<file path="src/rtl/regfile_mp.sv">
// Multi-port register file: NREAD registered read ports, two prioritised write ports (port 1 wins).
// Define REGFILE_BYPASS_EN to forward same-edge write data to the read ports.
module regfile_mp #(
    parameter int DWIDTH   = 32,
    parameter int AWIDTH   = 5,
    parameter int DEPTH    = 32,
    parameter int NREAD    = 2,
    parameter int ZERO_REG = 1
) (
    input  logic                     clk,
    input  logic                     rst,
    input  logic                     we0,
    input  logic [AWIDTH-1:0]        wa0,
    input  logic [DWIDTH-1:0]        wd0,
    input  logic                     we1,
    input  logic [AWIDTH-1:0]        wa1,
    input  logic [DWIDTH-1:0]        wd1,
    input  logic [NREAD-1:0]         re,
    input  logic [NREAD*AWIDTH-1:0]  ra,
    output logic [NREAD*DWIDTH-1:0]  rd
);

    // One extra bit so DEPTH == 2**AWIDTH is representable in the range check.
    localparam logic [AWIDTH:0] DEPTH_L = (AWIDTH+1)'(DEPTH);
    localparam bit              ZR      = (ZERO_REG != 0);

    logic [DWIDTH-1:0] mem [DEPTH];
    logic              wr0_ok;
    logic              wr1_ok;

    assign wr0_ok = we0 && ({1'b0, wa0} < DEPTH_L) && !(ZR && (wa0 == '0));
    assign wr1_ok = we1 && ({1'b0, wa1} < DEPTH_L) && !(ZR && (wa1 == '0));

    always_ff @(posedge clk or posedge rst) begin
        if (rst) begin
            for (int j = 0; j < DEPTH; j++) begin
                mem[j] <= '0;
            end
        end else begin
            for (int j = 0; j < DEPTH; j++) begin
                if (wr1_ok && (wa1 == AWIDTH'(j))) begin
                    mem[j] <= wd1;
                end else if (wr0_ok && (wa0 == AWIDTH'(j))) begin
                    mem[j] <= wd0;
                end
            end
        end
    end

    for (genvar i = 0; i < NREAD; i++) begin : g_rd
        logic [AWIDTH-1:0] ra_i;
        logic              in_range;
        logic [DWIDTH-1:0] rnext;
        logic [DWIDTH-1:0] rq;

        assign ra_i     = ra[i*AWIDTH +: AWIDTH];
        assign in_range = ({1'b0, ra_i} < DEPTH_L) && !(ZR && (ra_i == '0));

        // Decoded mux rather than mem[ra_i] so unmapped addresses never produce X.
        always_comb begin
            rnext = '0;
            if (in_range) begin
                for (int j = 0; j < DEPTH; j++) begin
                    if (ra_i == AWIDTH'(j)) begin
                        rnext = mem[j];
                    end
                end
`ifdef REGFILE_BYPASS_EN
                if (wr1_ok && (wa1 == ra_i)) begin
                    rnext = wd1;
                end else if (wr0_ok && (wa0 == ra_i)) begin
                    rnext = wd0;
                end
`endif
            end
        end

        always_ff @(posedge clk or posedge rst) begin
            if (rst) begin
                rq <= '0;
            end else if (re[i]) begin
                rq <= rnext;
            end
        end

        assign rd[i*DWIDTH +: DWIDTH] = rq;
    end

endmodule

</file>
<file path="config.mk">
export PLATFORM = sky130hd
export DESIGN_NAME = regfile_mp
export DESIGN_NICKNAME = d
export VERILOG_FILES = /design/src/rtl/regfile_mp.sv
export SDC_FILE = /design/constraint.sdc
export NUM_CORES = 2
export LEC_CHECK = 0
export ABC_AREA = 1
export BUFFER_PORTS_ARGS = -buffer_cell sky130_fd_sc_hd__buf_2
export CAP_MARGIN = 40
export CELL_PAD_IN_SITES_DETAIL_PLACEMENT = 1
export CELL_PAD_IN_SITES_GLOBAL_PLACEMENT = 2
export CORE_MARGIN = 5
export CORE_UTILIZATION = 33
export CTS_CLUSTER_DIAMETER = 150
export CTS_CLUSTER_SIZE = 8
export DETAILED_ROUTE_END_ITERATION = 8
export GPL_TIMING_DRIVEN = 0
export PLACE_DENSITY_LB_ADDON = 0.05
export SLEW_MARGIN = 20
export SYNTH_ARGS = -nofsm -noshare
export SYNTH_HDL_FRONTEND = slang
export SYNTH_SLANG_ARGS = --single-unit
</file>
<file path="constraint.sdc">
create_clock -name clk -period 29.5 [get_ports clk]
set_input_delay 1.475 -clock clk [delete_from_list [all_inputs] [get_ports clk]]
set_output_delay 1.475 -clock clk [all_outputs]
set_load 0.02 [all_outputs]
</file>
# Word level (Yosys, flattened, before mapping)
# Index checks and enable logic that the tools add are counted.
# Widths: inputs -> output; s select.
[classes]
order_cmp = 0
n_reduce_logical = 101
n_eq_ne = 124
bitwise_logic = 0
shifts = 0
mux = 126
div = 0
n_mul = 0
n_addsub = 0
[op_table]
columns = ["op", "count"]
rows = [
  ["$mux 32", 126],
  ["$eq 5x5->1 const B", 64],
  ["$eq 5x4->1 const B", 32],
  ["$eq 5x3->1 const B", 16],
  ["$logic_and 1x1->1", 64],
  ["$reduce_bool 2->1", 31],
  ["$eq 5x2->1 const B", 8],
  ["$eq 5x1->1 const B", 4],
  ["$logic_not 5->1", 4],
  ["$logic_not 1->1", 2],
]
[totals]
in_bits = 90
ram_bits = 0
latch_bits = 0
n_memories = 0
mem_bits_ro = 0
register_bits = 1056
out_inout_bits = 64

# Longest topological paths before layout
[depth]
depth_word = 33
depth_mapped = 25

# Least setup slack after synthesis
# Ideal clock, no wire load.
[synth_timing]
kind = "in2reg"
start = "input ra[9]"
end = "register g_rd[1].rq[26]"
slack_ps = 26101
t_arrival_ps = 3282
path_stages = 18
setup_ps = 117
required_time_ps = 29383
path_cell_list = "buf_2 inv_2 buf_4 buf_6 nand2_1 inv_1 clkbuf_1 nand2_1 nand2_1 nand4_1 nor3_1 nand4_1 nor2_1 nand4_1 nand2_1 nand3_1 nand2_1 nand2_1"
[synth_via]
elab_chain_len = 33
word_cells_on_any_way = 64
[synth_lines]
columns = ["element", "line_no", "text"]
rows = [
  ["start, declared", "19", "input logic [NREAD*AWIDTH-1:0] ra,"],
  ["$eq 5x1->1", "64", "if (ra_i == AWIDTH'(j)) begin"],
  ["$mux 32 (31 in series)", "64", ""],
  ["$mux 32 *", "62", "if (in_range) begin"],
  ["end signal, assigned", "82", "rq <= rnext;"],
  ["end, declared", "54", "logic [DWIDTH-1:0] rq;"],
]
# Mark *: on every way between the ends. The rest lies on a longest branch, timed or not.
# A chain may end at the register's enable or synchronous reset.

# Final worst setup path
[layout_timing]
start = "input ra[0]"
end = "register g_rd[0].rq[19]"
[layout_via]
elab_chain_len = 33
word_cells_on_any_way = 64
[layout_lines]
columns = ["element", "line_no"]
rows = [
  ["$eq 5x1->1", "64"],
  ["$mux 32 (31 in series)", "64"],
  ["$mux 32 *", "62"],
  ["end signal, assigned", "82"],
  ["end, declared", "54"],
]
# Marks and branches as above.

==> metrics.cfg <==
[timing]
fin_tns_setup_ps=0
rsz0062_at_grt=false
fin_hold_ws_ps=471.1
setup_ws_ps=23180
skew_ps=22.67
tightest_slew_ps=1018
finalCritPeriodShare=0.2143
maxSlewHeadroom=0.3212
fmax_mhz=158.2
finalHoldViolCount=0
drv_slew=0
finalSetupViolCount=0
fin_crit_ps=6321

[global_route]
antenna_found_initial=43
first_global_vias=74739
grt.total_usage=0.4467
grt_max_degree=33
grt_overflow=0
grt_pass1_wl_um=629000

[cells_and_area]
layout_common_cells=nand2_1 (2767), dfrtp_1 (1056), nor2_1 (825)
layout_commonest_cell=nand2_1
area_growth_pct=18.21
nets=9829
drive_above_1_share=0.07568

[yosys]
async_reset_ff_frac=1.000
ys.flop_type=dfrtp_1
ys.warnings.count=0
synth_nets=9325
yosysSeqAreaShare=0.4157
syn_area_mm2=0.06357
postSynthCellCount=9235
synth_seq_cells=1056
synth_edf_count=0
ys_types=33
avgSynthCellArea_um2=6.883

[hold_path]
hold_class=reg2reg
min-delay-start=g_rd[0].rq[14]$_DFFE_PP0P_

[cts]
cts_buffers=149
ctsResizeCount=0
cts_root_buf=clkbuf_16
path_clk_slew_ps=50
postCtsHoldBufs=0
htree_levels=4
clockBufferDepth=3
cts_tree=done
cts_setup_buffers=0
insertion_delay_ps=830
cts.sinks=1056

[power]
p_total_mw=4.964
p_int_mw=3.092
vdd_drop_max_uv=60.70
switchingPower_mw=1.872
seq_power_share=0.431
sw_frac_of_total=0.3771
leakagePower_nw=32.69
power_density_mw_per_mm2=66.05
p_clk_frac=0.333
comb_power_share=0.236

[critical_path]
crit_path_end_kind=register
r2r-start=mem[942]$_DFFE_PP0P_
startpoint=ra[0]
slowest_stage=nor2_1
critPathMaxFanout=10
crit_chain=buf_2 > inv_1 > nor2_2 > nand2_1 > nor2_1 > clkbuf_1 > nand2_1 > nand4_1 > nor2_1 > nand4_1 > nor2_1 > nand4_1 > nor2_1 > nand4_1 > nor2_1 > nand4_1 > nor2_1 > nand4_1 > nor2_1 > nand4_1 > nand2_1 > nand2_1
crit_arrival_ps=7030
path_buf_inv=3
crit_type=in2reg
cp.required_ps=30210
cp_top_family=simple AND/OR/NAND/NOR gates
slowest_delay_ps=630
cp-start-kind=input pin

[job]
cap_violations=0

[floorplanning]
initial_core_util=0.3308
io_pins=154
die_h_um=448.9
rows=161
die-area_mm2=0.2015
die_w_um=448.9
core_mm2=0.1922

[drt]
via_per_inst=6.277
drt-total-wl_um=466100
num_vias=77258
first_iter_violations=9269
wl_per_cell_um=37.87
drtPass1Iterations=7
ant_nets=0
drc=0

[placed_design]
dp_worst_setup_slack_ps=22820
io_buffer_count=139
place.gp.congestion=1.039
dp_hpwl_um=370900

[run_status]
status=complete, no violations

[cell usage after synthesis (12+ instances only)]
cell type     n  area share
o21ai_0     777       0.061
a21oi_1     182       0.014
clkbuf_1    707       0.042
o211ai_1    409       0.048
clkinv_1     36      0.0021
buf_1        29      0.0017
dfrtp_1    1056        0.42
nand4_1     424       0.042
o221ai_1    132       0.018
nand3_1     737       0.058
inv_2        15     0.00089
inv_1       695       0.041
o21ai_1      20      0.0016
nor2_2       13      0.0013
nor2_1      839       0.050
buf_2        48      0.0038
a31oi_1     290       0.029
nor3_1       16      0.0013
buf_4        12      0.0014
nand2_1    2767        0.16
[final cells by class]
class | instances | area (um^2)
repair buffers | 353 | 4187
fillers | 24268 | 117000
clock inverters | 10 | 117.6
multi-input cells | 6631 | 31280
well taps | 2526 | 3161
plain buffers | 801 | 3262
inverters | 747 | 2809
clock buffers | 153 | 3829
diodes | 32 | 80.08
flip-flops and latches | 1056 | 26430
[flip-flops by register name, indices dropped and copies added, names as in the netlist]
name and count:
g_rd.rq 64, mem 992
[final timing paths]
path	to	slack, ps	depth (start not counted)
max	g_rd[0].rq[19]$_DFFE_PP0P_	23180	22
min in group asynchronous	mem[655]$_DFFE_PP0P_	660	2
min reg2reg	g_rd[0].rq[14]$_DFFE_PP0P_	470	2
max reg2reg	g_rd[1].rq[14]$_DFFE_PP0P_	24570	18
min	g_rd[0].rq[14]$_DFFE_PP0P_	470	2
max in group asynchronous	g_rd[1].rq[2]$_DFFE_PP0P_	26630	10
[routing by layer]
metal,share of wire,global-route usage,wire length [um],vias to the layer above
li1,-,-,-,31905
met1,0.39,0.5534,179700,39548
met2,0.42,0.6580,196700,4522
met3,0.10,0.1363,48410,1275
met4,0.088,0.3241,41180,8
met5,0.00031,0,146,-
[worst register-to-register path: cells and delay by family, from the launching register on]
kind	cells	cell delay, ps
simple gates	18	4370
flops	1	460
[metrics by stage]
step                utilization  area (um^2)  cells
floorplan                     -        63570   9235
global placement         0.3509        67430  11900
detailed placement       0.3683        70780  12084
CTS                      0.3888        74720  12247
global route             0.3907        75080  12282
finish                   0.3910        75150  12309
[cells by family (layout without fill, tap and decap cells)]
kind of cell | Yosys count | in the layout | synth area share
simple gates | 4811 | 4811 | 0.3174
compound gates | 1820 | 1820 | 0.1733
buf+inv | 1548 | 2064 | 0.09367
flops | 1056 | 1056 | 0.4157
other cells | 0 | 32 | 0
[power groups by stage]
stage	Sequential, mW	Combinational, mW	Clock [mW]
global placement	2.15	1.06	0
detailed placement	2.14	1.13	0
floorplan	2.07	0.608	0
global route	2.17	1.25	1.70
CTS	2.12	1.14	1.65
finish	2.14	1.17	1.65
(Power assumes the default switching activity.)
